File: src/rtl/rip_mem_pkg.sv
// Shared types and defaults for the IF/MA single-port memory arbiter.
package rip_mem_pkg;

  typedef enum logic {OWN_IF = 1'b0, OWN_MA = 1'b1} owner_e;

  typedef enum logic {ST_NORMAL = 1'b0, ST_IF_FORCE = 1'b1} arb_state_e;

  typedef struct packed {
    logic   vld;
    owner_e owner;
    logic   wr;
  } resp_ent_t;

  localparam int unsigned DEF_MEM_LAT    = 1;
  localparam int unsigned DEF_STARVE_MAX = 4;

endpackage

File: src/rtl/rip_mem_resp_tracker.sv
// MEM_LAT-deep shift register tagging each memory access with its owner and
// write flag so the response can be steered back when the data arrives.
module rip_mem_resp_tracker
  import rip_mem_pkg::*;
#(
  parameter int unsigned MEM_LAT = DEF_MEM_LAT
) (
  input  logic   clk_i,
  input  logic   rst_ni,
  input  logic   push_i,
  input  owner_e owner_i,
  input  logic   wr_i,
  input  logic   flush_i,
  output logic   vld_o,
  output owner_e owner_o,
  output logic   wr_o
);

  resp_ent_t [MEM_LAT-1:0] pipe_q;

  // Flush kills IF entries as they advance; the entry entering this cycle is
  // the post-redirect fetch and survives.
  always_ff @(posedge clk_i or negedge rst_ni) begin
    if (!rst_ni) begin
      pipe_q <= '0;
    end else begin
      pipe_q[0] <= '{vld: push_i, owner: owner_i, wr: wr_i};
      for (int i = 1; i < int'(MEM_LAT); i++) begin
        pipe_q[i] <= '{vld:   pipe_q[i-1].vld & ~(flush_i & (pipe_q[i-1].owner == OWN_IF)),
                       owner: pipe_q[i-1].owner,
                       wr:    pipe_q[i-1].wr};
      end
    end
  end

  assign vld_o   = pipe_q[MEM_LAT-1].vld;
  assign owner_o = pipe_q[MEM_LAT-1].owner;
  assign wr_o    = pipe_q[MEM_LAT-1].wr;

endmodule

File: src/rtl/rip_mem_arbiter.sv
// Arbitrates instruction fetch (IF) and data (MA) onto one memory port, with
// starvation protection for IF and owner-steered read responses.
module rip_mem_arbiter
  import rip_mem_pkg::*;
#(
  parameter int unsigned MEM_LAT    = DEF_MEM_LAT,
  parameter int unsigned STARVE_MAX = DEF_STARVE_MAX
) (
  input  logic        CLK,
  input  logic        RST_N,
  input  logic        if_req,
  input  logic [31:0] if_addr,
  input  logic        if_flush,
  output logic        if_gnt,
  output logic        if_rvalid,
  output logic [31:0] if_rdata,
  input  logic        ma_req,
  input  logic [3:0]  ma_we,
  input  logic [31:0] ma_addr,
  input  logic [31:0] ma_wdata,
  output logic        ma_gnt,
  output logic        ma_rvalid,
  output logic [31:0] ma_rdata,
  output logic        mem_en,
  output logic [3:0]  mem_we,
  output logic [31:0] mem_addr,
  output logic [31:0] mem_wdata,
  input  logic [31:0] mem_rdata
);

  localparam int unsigned CNT_W = $clog2(STARVE_MAX + 1);
  localparam logic [CNT_W-1:0] CNT_MAX = CNT_W'(STARVE_MAX);

  arb_state_e       state_q, state_d;
  logic [CNT_W-1:0] starve_cnt_q, starve_cnt_d;
  logic             if_win, ma_win;
  logic             rsp_vld, rsp_wr;
  owner_e           rsp_own;

  // Grants are gated by reset so nothing reaches memory while RST_N is low.
  always_comb begin
    if_win = RST_N & if_req & (~ma_req | (state_q == ST_IF_FORCE));
    ma_win = RST_N & ma_req & ~if_win;
  end

  always_comb begin
    starve_cnt_d = starve_cnt_q;
    if (!if_req || if_win)          starve_cnt_d = '0;
    else if (starve_cnt_q < CNT_MAX) starve_cnt_d = starve_cnt_q + 1'b1;

    // Switching on the next count lets IF win the very cycle after the
    // STARVE_MAX-th denial.
    state_d = state_q;
    if (state_q == ST_NORMAL) begin
      if (starve_cnt_d == CNT_MAX) state_d = ST_IF_FORCE;
    end else if (if_win) begin
      state_d = ST_NORMAL;
    end
  end

  always_ff @(posedge CLK or negedge RST_N) begin
    if (!RST_N) begin
      state_q      <= ST_NORMAL;
      starve_cnt_q <= '0;
    end else begin
      state_q      <= state_d;
      starve_cnt_q <= starve_cnt_d;
    end
  end

  assign if_gnt    = if_win;
  assign ma_gnt    = ma_win;
  assign mem_en    = if_win | ma_win;
  assign mem_we    = ma_win ? ma_we : 4'h0;
  assign mem_addr  = if_win ? if_addr : (ma_win ? ma_addr : 32'h0);
  assign mem_wdata = ma_win ? ma_wdata : 32'h0;

  rip_mem_resp_tracker #(.MEM_LAT(MEM_LAT)) u_trk (
    .clk_i   (CLK),
    .rst_ni  (RST_N),
    .push_i  (if_win | ma_win),
    .owner_i (ma_win ? OWN_MA : OWN_IF),
    .wr_i    (ma_win & (ma_we != 4'h0)),
    .flush_i (if_flush),
    .vld_o   (rsp_vld),
    .owner_o (rsp_own),
    .wr_o    (rsp_wr)
  );

  assign if_rvalid = rsp_vld & (rsp_own == OWN_IF);
  assign ma_rvalid = rsp_vld & (rsp_own == OWN_MA);
  assign if_rdata  = if_rvalid ? mem_rdata : 32'h0;
  assign ma_rdata  = (ma_rvalid & ~rsp_wr) ? mem_rdata : 32'h0;

endmodule

File: config.mk
export PLATFORM = sky130hd
export DESIGN_NAME = rip_mem_arbiter
export DESIGN_NICKNAME = d
export VERILOG_FILES = /design/src/rtl/rip_mem_pkg.sv /design/src/rtl/rip_mem_resp_tracker.sv /design/src/rtl/rip_mem_arbiter.sv
export SDC_FILE = /design/constraint.sdc
export NUM_CORES = 1
export LEC_CHECK = 0
export CORE_AREA = 2 2 105 107
export CTS_BUF_LIST = sky130_fd_sc_hd__clkbuf_16
export DETAILED_ROUTE_END_ITERATION = 16
export DIE_AREA = 0 0 107 109
export DONT_BUFFER_PORTS = 1
export PLACE_DENSITY = 0.3
export SYNTH_ARGS = -nofsm -noshare
export SYNTH_HDL_FRONTEND = slang
export SYNTH_HIERARCHICAL = 1
export SYNTH_SLANG_ARGS = --single-unit
File: constraint.sdc
create_clock -name CLK -period 1.2 [get_ports CLK]
set_input_delay 0.06 -clock CLK [delete_from_list [all_inputs] [get_ports CLK]]
set_output_delay 0.06 -clock CLK [all_outputs]
set_load 0.005 [all_outputs]
==> results.md <==
* Status: finished with violations
* Failing checks: setup timing
* DP Wirelength at between 4000 and 5000 um
* Layout cell share with drive strength beyond 1 at a little over half
* Setup crit start kind: flop
* Final hold vios at 0
* Fin worst setup slack at -0.236 ns
* Final global-route overflow total at 0
* Crit Path Max Fanout at 19
* Critical path class: reg -> out
* Wirelength, routed at about 7000 um
* Std cell rows at 38
* R2r endpoint: starve_cnt_q[0]$_DFF_PN0_
* Max Fclk at roughly 0.70 GHz
* Mean post-synth cell area at 7.95 um^2
* Starting Density at 13.3%
* CP endpoint kind: output port
* Final Util at a little over a fifth
* Vias at ~1,500
* # setup viols final at 136
* RSZ-0062 raised after global routing: yes
* Final ANT Viol Nets at 0
* Fin area at between 2000 and 2500 um^2
* Seq/Total Area, Yosys at about 12%
* Pre-Repair DR Iteration Count at 4
* Routability Congestion at approximately 0.73
* Pre-CTS setup slack at -0.0506 ns
* Vias in the first global route at roughly 1,400
* Sink Count at 7
* #FFs+latches synth at 7
* Skew-Pair Late Insertion Delay at roughly 0.23 ns
* Final Cycle Share at 120%
* First-pass GRT wire length at about 8000 um
* DRC Markers at 0
* Hold EP: u_trk/wr_o$_DFF_PN0_
* Die outline height at about 110 um
* First DRT Iteration DRCs at 52
* Htree depth at 1
* Metal3 WL at about 750 um
* Fillers at ~1,200
* Relative slew slack at around 74%
* Synth unique cells at 24
* Clock slew at reported path FFs at 0.04 ns
* Synthesized Nets at approximately 320
* Worst slew pin tran at between 0.3 and 0.4 ns
* Synthesized area at 1410 um^2
* Reg2Reg Launch Point: state_q$_DFF_PN0_
* Width of the die at ~110 um
* Vias per std cell at about 4.6
* Placed Area at around 1600 um^2
* WL/cell at roughly 21 um
* Clock skew at approximately 0.0013 ns
* Num CTS Buffers at 3
* Max Cap Viol at 0
* Highest routed layer: met4
* Worst R2R Setup Slack at -0.10 ns
* CP required at 1.14 ns
* M1 WL at about 2100 um
* Reg2reg path depth at 6
* Nets at 338
* Worst VDD drop at between 300 and 400 uV
* Max Buffers Root-to-Sink at 2
* Power Dens Cells at approximately 650 nW/um^2
* Critical path arrival at 1.38 ns
* Max Slew Vio Count at 0
* Die area at about 12,000 um^2
* Initial antenna violation count at 1
* Ports at 274
* CTS Root Cell: clkbuf_16
* Met2 WL at ~4000 um
* Area growth from synthesis to final layout at 60.3%
* Hold Crit Start: ma_we[0]
* Worst Hold Depth at 1
* Core box area at approximately 11,000 um^2
* Cell leakage power at slightly below 1 nW
* Syn Inst Count at around 180
* TritonCTS clock tree: done
* Hold Crit Class: in -> reg
* GRT Util Overall at 9.39%
* Post-layout minimum cycle time at about 1.4 ns
* Yosys warning count at 6
* # port buffers at 0
* Largest net degree at the start of global routing at 37
cells in the mapped netlist:
| cell | number | area share (%) |
|---|---|---|
| inv_1 | 1 | 0.27 |
| o41a_2 | 1 | 0.89 |
| a21oi_2 | 1 | 0.62 |
| a211oi_1 | 1 | 0.53 |
| and2_1 | 101 | 45 |
| xor2_1 | 1 | 0.62 |
| a22o_1 | 32 | 20 |
| a21oi_1 | 1 | 0.36 |
| ha_1 | 1 | 0.89 |
| dfrtp_1 | 7 | 12 |
| nor3b_2 | 2 | 1.8 |
| clkbuf_1 | 6 | 1.6 |
| nor2b_1 | 1 | 0.45 |
| nand2b_4 | 1 | 0.98 |
| and2b_1 | 1 | 0.53 |
| nor2_1 | 1 | 0.27 |
| and3_4 | 1 | 0.80 |
| a211oi_2 | 1 | 0.89 |
| mux2i_1 | 1 | 0.71 |
| o21a_1 | 1 | 0.53 |
| nand2_1 | 1 | 0.27 |
| nor3b_1 | 1 | 0.53 |
| buf_6 | 11 | 8.8 |
| o21ai_0 | 1 | 0.36 |
cell type report:
cell class	count	area [um^2]	area share, %
Timing Repair Buffer	35	547	24.3
Antenna cell	1	2.50	0.111
Clock buffer	3	75.1	3.33
Clock inverter	1	3.75	0.166
Sequential cell	7	175	7.77
Multi-Input combinational cell	152	1270	56.4
Inverter	1	3.75	0.166
Tap cell	140	175	7.77
stage by stage:
| step | hold WS, ns | power, W | std cells | TNS [ns] |
|---|---|---|---|---|
| floorplan | -0.236 | 0.000592 | 177 | 0 |
| global route | 0.00846 | 0.00154 | 340 | -29.92 |
| finish | 0.00263 | 0.00146 | 340 | -22.16 |
| global placement | -0.235 | 0.000669 | 309 | -0.0380 |
| CTS | -0.0291 | 0.00137 | 325 | -21.60 |
| detailed placement | -0.235 | 0.000666 | 309 | -0.0506 |
sequential cells by signal, indices dropped and copies added (netlist names):
name	cells
u_trk/vld_o	1
starve_cnt_q	3
u_trk/owner_o	1
u_trk/wr_o	1
state_q	1
routing by layer:
| metal | up-vias | GRT usage [%] |
|---|---|---|
| li1 | 645 | - |
| met1 | 714 | 6.97 |
| met2 | 170 | 20.2 |
| met3 | 18 | 2.39 |
| met4 | 0 | 6.31 |
| met5 | - | 0 |
report_power, final:
part / total (W) / switching (W) / internal [W]
sequential: 0.000264 / 0.0000104 / 0.000253
combinational: 0.000632 / 0.000270 / 0.000362
clock: 0.000564 / 0.000131 / 0.000434
what timing repair did:
| item | 4_1_cts | 5_1_grt |
|---|---|---|
| pin swaps | 11 | 47 |
| hold buffers | 3 | 1 |
| setup endpoints to repair | 134 | 136 |
| gates cloned | 4 | 8 |
| setup buffers | 5 | 5 |
| endpoints found under the hold margin | 10 | 1 |
| gates resized for setup | 56 | 24 |
worst max-delay path by stage:
stage | startpoint | to
floorplan | state_q$_DFF_PN0_ | mem_addr[25]
global placement | state_q$_DFF_PN0_ | mem_addr[30]
detailed placement | state_q$_DFF_PN0_ | mem_addr[30]
CTS | state_q$_DFF_PN0_ | mem_addr[9]
global route | state_q$_DFF_PN0_ | mem_addr[24]
finish | state_q$_DFF_PN0_ | mem_addr[30]
placed cells by master, fill, tap and decap left out, drive strengths merged, types with 2 or more instances in the layout:
| cell | count |
|---|---|
| and2 | 101 |
| a22o | 32 |
| buf | 25 |
| clkbuf | 9 |
| dfrtp | 7 |
| dlygate4sd3 | 4 |
| nor3b | 3 |
| inv | 2 |
| a211oi | 2 |
| a21oi | 2 |
critical path: stages, from the launching register on:
cell	delay (ns)
dfrtp_1	0.39
nand2b_4	0.15
and3_4	0.18
buf_12	0.15
a22o_4	0.27
cells by family (layout without fill, tap and decap cells):
group	Yosys count	after routing	share of synthesized area, %
AOI/OAI and AO/OA	39	39	24.1
xor gates and xnor gates	1	1	0.623
adders and majority gates	1	1	0.890
buffers and inverters	18	40	10.7
DFF	7	7	12.5
muxes	1	1	0.712
other	0	1	0
and+or+nand+nor	110	110	50.5
Power figures use the tool's default switching activity.
